## src/rtl/if_bus_bridge_pkg.sv

```systemverilog
// Shared definitions for the instruction-fetch bus bridge: bus widths, reset level,
// FSM encodings, NOP constant and the fetch-error active level.
package if_bus_bridge_pkg;

  localparam int unsigned BUS_ADDR_W = 32;
  localparam int unsigned BUS_DATA_W = 32;
  localparam logic        RST_ACTIVE = 1'b1;

  typedef enum logic [0:0] {
    ST_IDLE = 1'b0,
    ST_BUSY = 1'b1
  } fetch_state_e;

  localparam logic [31:0] NOP_INSN      = 32'h0000_0000;
  localparam logic        FETCH_ERR_ON  = 1'b1;
  localparam logic        FETCH_ERR_OFF = 1'b0;
  localparam int unsigned TIMER_W       = 8;

endpackage

```

## src/rtl/if_bus_bridge.sv

```systemverilog
// Instruction-fetch bridge: holds one fetched word, stalls the pipeline on a miss and
// fetches over a req/ack memory bus; faulted fetches return a NOP and pulse fetch_err_o.
module if_bus_bridge
  import if_bus_bridge_pkg::*;
#(
  parameter int unsigned ADDR_W  = BUS_ADDR_W,
  parameter int unsigned DATA_W  = BUS_DATA_W,
  parameter int unsigned TIMEOUT = 16
) (
  input  logic              clk,
  input  logic              rst,
  input  logic              cpu_ce_i,
  input  logic [ADDR_W-1:0] cpu_addr_i,
  output logic [DATA_W-1:0] cpu_data_o,
  output logic              stall_req_o,
  output logic              fetch_err_o,
  output logic              bus_req_o,
  output logic [ADDR_W-1:0] bus_addr_o,
  input  logic              bus_ack_i,
  input  logic [DATA_W-1:0] bus_data_i,
  input  logic              bus_err_i
);

  localparam logic [TIMER_W-1:0] TIMER_LAST = TIMER_W'(TIMEOUT - 1);
  localparam logic [DATA_W-1:0]  NOP_WORD   = DATA_W'(NOP_INSN);

  fetch_state_e        state_q, state_d;
  logic [TIMER_W-1:0]  timer_q, timer_d;
  logic                valid_q, valid_d;
  logic [ADDR_W-1:0]   held_addr_q, held_addr_d;
  logic [DATA_W-1:0]   held_data_q, held_data_d;
  logic                bus_req_q, bus_req_d;
  logic [ADDR_W-1:0]   bus_addr_q, bus_addr_d;
  logic                fetch_err_q, fetch_err_d;
  logic                hit_s;
  logic                busy_exit_s;

  assign hit_s       = cpu_ce_i & valid_q & (cpu_addr_i == held_addr_q);
  assign cpu_data_o  = hit_s ? held_data_q : NOP_WORD;
  assign stall_req_o = cpu_ce_i & ~hit_s;
  assign bus_req_o   = bus_req_q;
  assign bus_addr_o  = bus_addr_q;
  assign fetch_err_o = fetch_err_q;

  // Next-state logic for the fetch FSM, timer and held entry.
  always_comb begin
    state_d     = state_q;
    timer_d     = timer_q;
    valid_d     = valid_q;
    held_addr_d = held_addr_q;
    held_data_d = held_data_q;
    bus_req_d   = bus_req_q;
    bus_addr_d  = bus_addr_q;
    fetch_err_d = FETCH_ERR_OFF;
    busy_exit_s = 1'b0;
    case (state_q)
      ST_IDLE: begin
        if (cpu_ce_i && !hit_s) begin
          if (cpu_addr_i[1:0] == 2'b00) begin
            bus_addr_d = cpu_addr_i;
            bus_req_d  = 1'b1;
            timer_d    = {TIMER_W{1'b0}};
            state_d    = ST_BUSY;
          end else begin
            // Misaligned PC: complete locally with a NOP, no bus traffic.
            held_addr_d = cpu_addr_i;
            held_data_d = NOP_WORD;
            valid_d     = 1'b1;
            fetch_err_d = FETCH_ERR_ON;
          end
        end else begin
          bus_req_d = 1'b0;
        end
      end
      ST_BUSY: begin
        timer_d = timer_q + {{(TIMER_W-1){1'b0}}, 1'b1};
        if (bus_err_i) begin
          held_data_d = NOP_WORD;
          fetch_err_d = FETCH_ERR_ON;
          busy_exit_s = 1'b1;
        end else if (bus_ack_i) begin
          held_data_d = bus_data_i;
          busy_exit_s = 1'b1;
        end else if (timer_q == TIMER_LAST) begin
          held_data_d = NOP_WORD;
          fetch_err_d = FETCH_ERR_ON;
          busy_exit_s = 1'b1;
        end else begin
          busy_exit_s = 1'b0;
        end
        if (busy_exit_s) begin
          held_addr_d = bus_addr_q;
          valid_d     = 1'b1;
          bus_req_d   = 1'b0;
          state_d     = ST_IDLE;
        end else begin
          bus_req_d = 1'b1;
        end
      end
      default: begin
        bus_req_d = 1'b0;
        state_d   = ST_IDLE;
      end
    endcase
  end

  // State and registered-output update with synchronous reset.
  always_ff @(posedge clk) begin
    if (rst == RST_ACTIVE) begin
      state_q     <= ST_IDLE;
      timer_q     <= {TIMER_W{1'b0}};
      valid_q     <= 1'b0;
      held_addr_q <= {ADDR_W{1'b0}};
      held_data_q <= {DATA_W{1'b0}};
      bus_req_q   <= 1'b0;
      bus_addr_q  <= {ADDR_W{1'b0}};
      fetch_err_q <= FETCH_ERR_OFF;
    end else begin
      state_q     <= state_d;
      timer_q     <= timer_d;
      valid_q     <= valid_d;
      held_addr_q <= held_addr_d;
      held_data_q <= held_data_d;
      bus_req_q   <= bus_req_d;
      bus_addr_q  <= bus_addr_d;
      fetch_err_q <= fetch_err_d;
    end
  end

endmodule

```

## config.mk

```make
export PLATFORM = sky130hd
export DESIGN_NAME = if_bus_bridge
export DESIGN_NICKNAME = d
export VERILOG_FILES = /design/src/rtl/if_bus_bridge_pkg.sv /design/src/rtl/if_bus_bridge.sv
export SDC_FILE = /design/constraint.sdc
export NUM_CORES = 1
export LEC_CHECK = 0
export ABC_AREA = 0
export ABC_CLOCK_PERIOD_IN_PS = 4400
export BUFFER_PORTS_ARGS = -buffer_cell sky130_fd_sc_hd__buf_2
export CAP_MARGIN = 40
export CORE_ASPECT_RATIO = 0.6
export CORE_MARGIN = 2
export CORE_UTILIZATION = 57
export CTS_CLUSTER_SIZE = 30
export DETAILED_ROUTE_END_ITERATION = 12
export PLACE_DENSITY_LB_ADDON = 0.12
export SLEW_MARGIN = 25
export SYNTH_ARGS = -nofsm -noshare
export SYNTH_HDL_FRONTEND = slang
export SYNTH_SLANG_ARGS = --single-unit
```

## constraint.sdc

```tcl
create_clock -name clk -period 4.4 [get_ports clk]
set_input_delay 0.44 -clock clk [delete_from_list [all_inputs] [get_ports clk]]
set_output_delay 0.44 -clock clk [all_outputs]
set_load 0.005 [all_outputs]
```

# Word level (Yosys, flattened, before mapping)
# Cells that the tools add are included.
# word_totals
inputBits,69
register_bits,108
elab_cells,63
out_inout_bits,67
# classes
n_addsub,1
n_bitwise,5
n_eq_ne,8
reduce_logical,7
mux,34
# ops
operator,n
$mux W32,9
$pmux W32 S2,2
$eq A32 B32 Y1,1
$mux W1,16
$mux W8,2
$pmux W8 S2,1
$reduce_and A3 Y1,3
$add A8 B1 Y8 const B,1
$eq A8 B4 Y1 const B,1
$pmux W1 S2,4
$ne A2 B2 Y1 const B,3
$ne A4 B3 Y1 const B,1
$and A1 B1 Y1,3
$ne A3 B3 Y1 const B,1
$logic_not A2 Y1,1
$ne A2 B1 Y1 const B,1
$not A1 Y1,2
$reduce_and A2 Y1,1
$logic_and A1 B1 Y1,1
$logic_not A1 Y1,1

# Longest topological paths before layout
# depth
word_depth,7
depth_mapped,9
mapped_depth_nobuf,7

# Worst setup path before layout
# Ideal clock, no wire load.
# synth_path
path_type,input-to-output
from,input port cpu_addr_i[27]
to,output port cpu_data_o[10]
slack_ps,2132
path_stages,6
path_buffers,1
arrival_time_ps,1828
cell_sequence,xor2_1 -> nor4_1 -> nand4_1 -> nor4_4 -> clkbuf_1 -> and2_1
# synth_via
elab_chain_cells,3
# synth_rtl
element,line,text
from (decl),if_bus_bridge.sv:13,"input logic [ADDR_W-1:0] cpu_addr_i,"
$eq A32 B32 Y1,if_bus_bridge.sv:38,assign hit_s = cpu_ce_i & valid_q & (cpu_addr_i == held_addr_q);
$and A1 B1 Y1,if_bus_bridge.sv:38,
$mux W32,if_bus_bridge.sv:39,assign cpu_data_o = hit_s ? held_data_q : NOP_WORD;
to (decl),if_bus_bridge.sv:14,"output logic [DATA_W-1:0] cpu_data_o,"
# Every way passes these cells.

# Worst setup path after layout
# layout_path
from,register held_addr_q[21]
to,output port cpu_data_o[5]
# layout_via
elab_chain_cells,3
# layout_rtl
element,line,text
from (decl),if_bus_bridge.sv:30,"logic [ADDR_W-1:0] held_addr_q, held_addr_d;"
from (signal assigned),if_bus_bridge.sv:113,held_addr_q <= {ADDR_W{1'b0}};
from (signal assigned),if_bus_bridge.sv:122,held_addr_q <= held_addr_d;
$eq A32 B32 Y1,if_bus_bridge.sv:38,
$and A1 B1 Y1,if_bus_bridge.sv:38,
$mux W32,if_bus_bridge.sv:39,
# Every way passes these cells.

==> impl_metrics.tcl <==
set metrics [dict create \
    outcome "completed" \
    max-clock-path-buffers 2 \
    timing.critical_path.fanout_max 36 \
    hold_buffers 0 \
    drtPass1Iterations 5 \
    grt_pass1_wl_mm 20.8 \
    worst_slew_slack_as_a_fraction_of_its_limit 0.557 \
    detail_route.wl_per_cell_um 15.4 \
    num_antenna_cells 0 \
    sequential_cell_area_fraction_in_the_yosys_report 0.423 \
    required_ns 3.96 \
    post_layout_minimum_cycle_time_ns 2.89 \
    timing.max_cap.violations 0 \
    netlist_area_um2 5110 \
    slew_viol_final 0 \
    timing.final.crit_share 0.658 \
    floorplan.initialDensity 0.593 \
    postCtsSetupBuffers 0 \
    tritoncts.num_buffers 9 \
    synth-edff-count 0 \
    post-route-drc-count 0 \
    ctsHtreeMaxLevel 3 \
    gr-usage-all-layers 0.265 \
    fp.dieArea_um2 9770 \
    leading_register_cell_type_out_of_synthesis "sky130_fd_sc_hd__dfxtp_1" \
    insertion_delay_ns 0.35 \
    holdPathStages 3 \
    grt_antenna_before_repair 0 \
    report.final.setup_viol 0 \
    drt-vias-per-instance 5.49 \
    detailed_place_hpwl_mm 8.80 \
    die_w_um 126 \
    clock-skew-final_ns 0.00927 \
    finalHoldWorstSlack_ns 0.322 \
    die_height_um 77.4 \
    placeableCoreArea_um2 8620 \
    clkSlewWorstSetupHoldPaths_ns 0.07 \
    ys_async_sr_fraction 0 \
    post_synth_most_frequent_cells "108 x sky130_fd_sc_hd__dfxtp_1, 66 x sky130_fd_sc_hd__a21oi_1, 66 x sky130_fd_sc_hd__o21ai_0" \
    ys_seq_elements 108 \
    synthMostInstantiatedCell "sky130_fd_sc_hd__dfxtp_1" \
    tightestPinTransition_ns 0.665 \
    critical_path.endpoint_type "output pin" \
    synth.largest_area_cell "sky130_fd_sc_hd__dfxtp_1" \
    rsz0062_at_grt "false" \
    postCtsResizedCells 0 \
    max-vdd-ir-drop_v 0.000216 \
    main_area_contributors_after_synthesis "sky130_fd_sc_hd__dfxtp_1 42%, sky130_fd_sc_hd__nand2b_1 7.5%, sky130_fd_sc_hd__a21oi_1 6.5%" \
    io_pins 136 \
    placement_rows 26 \
    setup-tns-final_ns 0 \
    detailroute.via_count 4565 \
    r2r.worst_path.cells 8 \
    synth_cells 605 \
    grt_max_degree 72 \
    achievable-frequency_mhz 346 \
    synth.net_count 675 \
    drive_above_1_share 0.236 \
    initialDrtViolationCount 284 \
    gp_routability_congestion 0.774 \
    critPathLaunchType "flip-flop" \
    routed_wirelength_mm 12.8 \
    yosysUniqueCellTypes 32 \
    final.fill_count 688 \
    hold_violations 0 \
    critical_path_arrival_ns 2.45 \
    leak_pwr_nw 2.62 \
    yosys.area.top_type_share 0.423 \
    via_count_of_the_first_global_routing_pass 4265 \
    clock-sinks 108 \
    finalNetCount 784 \
    syn_area_per_cell_um2 8.45 \
    cts_tree "yes" \
    final-seq-area_um2 2160 \
    synth-warning-count 0 \
    powerDensity_nw_per_um2 350 \
    multiInputGateArea_um2 2670 \
    hold_path_class "in2reg" \
    antenna_left 0 \
    path_class "reg2out" \
    placement.io_buffers 135 \
    clock_tree.root_cell "sky130_fd_sc_hd__clkbuf_16" \
    area_growth_syn_to_layout_pct 21.0 \
    overflow 0 \
]
cells in the final DEF (no fill, tap or decap), types with 2 or more instances in the layout:
cell type,count
sky130_fd_sc_hd__o21ai_0,66
sky130_fd_sc_hd__mux2i_1,30
sky130_fd_sc_hd__nor4_1,8
sky130_fd_sc_hd__clkbuf_1,2
sky130_fd_sc_hd__nand2_1,39
sky130_fd_sc_hd__nor2_1,8
sky130_fd_sc_hd__a2bb2oi_1,32
sky130_fd_sc_hd__xnor2_1,2
sky130_fd_sc_hd__and2_1,32
sky130_fd_sc_hd__nor3_1,9
sky130_fd_sc_hd__nand4_1,5
sky130_fd_sc_hd__bufinv_16,2
sky130_fd_sc_hd__a21oi_1,65
sky130_fd_sc_hd__buf_4,10
sky130_fd_sc_hd__nor4bb_4,2
sky130_fd_sc_hd__clkbuf_16,9
sky130_fd_sc_hd__nand3_1,3
sky130_fd_sc_hd__inv_1,36
sky130_fd_sc_hd__dfxtp_1,108
sky130_fd_sc_hd__nor2b_1,2
sky130_fd_sc_hd__buf_2,134
sky130_fd_sc_hd__xor2_1,37
sky130_fd_sc_hd__nand2b_1,60
per-stage QoR:
| stage | area, µm² | total power [W] | worst slack, ns | instances | utilization |
|---|---|---|---|---|---|
| after floorplan | 5110 | 0.00122 | 2.13 | 605 | - |
| after global placement | 5850 | 0.00131 | 1.56 | 814 | 0.678 |
| after detailed placement | 5860 | 0.00131 | 1.54 | 815 | 0.680 |
| after CTS | 6180 | 0.00217 | 1.49 | 831 | 0.717 |
| after global routing | 6180 | 0.00225 | 1.33 | 831 | 0.717 |
| final | 6180 | 0.00217 | 1.51 | 831 | 0.717 |
worst paths after layout:
| kind | start | endpoint | slack [ns] |
|---|---|---|---|
| setup / recovery | held_addr_q[21] | cpu_data_o[5] | 1.51 |
| hold / removal | bus_data_i[23] | held_data_q[23] | 0.32 |
| setup reg to reg | held_addr_q[21] | state_q | 1.78 |
| hold reg to reg | valid_q | valid_q | 0.46 |
layer usage:
layer	track usage	up-vias	part of all wire
li1	-	2250	-
met3	0.0566	13	0.058
met4	0.0769	0	0.011
met5	0	-	0
met1	0.379	2166	0.49
met2	0.405	136	0.44
critical path: stages, from the launching register on:
cell and delay, ns:
sky130_fd_sc_hd__dfxtp_1 0.32, sky130_fd_sc_hd__xor2_1 0.17, sky130_fd_sc_hd__nor4_1 0.38, sky130_fd_sc_hd__nand4_1 0.25, sky130_fd_sc_hd__nor4_4 0.31, sky130_fd_sc_hd__buf_4 0.36, sky130_fd_sc_hd__and2_1 0.19, sky130_fd_sc_hd__buf_2 0.11
power by group:
part | switching (W) | total (W) | leakage, nW | internal [W]
sequential | 0.0000300 | 0.00105 | 0.881 | 0.00102
combinational | 0.000131 | 0.000249 | 1.59 | 0.000117
clock | 0.000356 | 0.000870 | 0.153 | 0.000514
total | 0.000517 | 0.00217 | 2.62 | 0.00165
cells by family after synthesis:
kind of cell    after synthesis  synth area share
simple gates                174             0.191
fa+ha+maj                     1           0.00245
mux                          30            0.0588
xor+xnor                     39            0.0668
buf+inv                      83            0.0649
compound gates              170             0.193
flops                       108             0.423
area by class of cell:
class	instances	area share
Clock buffer	12	0.0399
Clock inverter	4	0.0117
Inverter	36	0.0219
Multi-Input combinational cell	414	0.431
Sequential cell	108	0.350
Tap cell	112	0.0227
Timing Repair Buffer	145	0.123
flip-flops by register name, summed over array words and instances (netlist names):
name	cells
timer_q	8
valid_q	1
bus_addr_o	32
held_addr_q	32
fetch_err_o	1
bus_req_o	1
held_data_q	32
state_q	1
(Power assumes the default switching activity.)
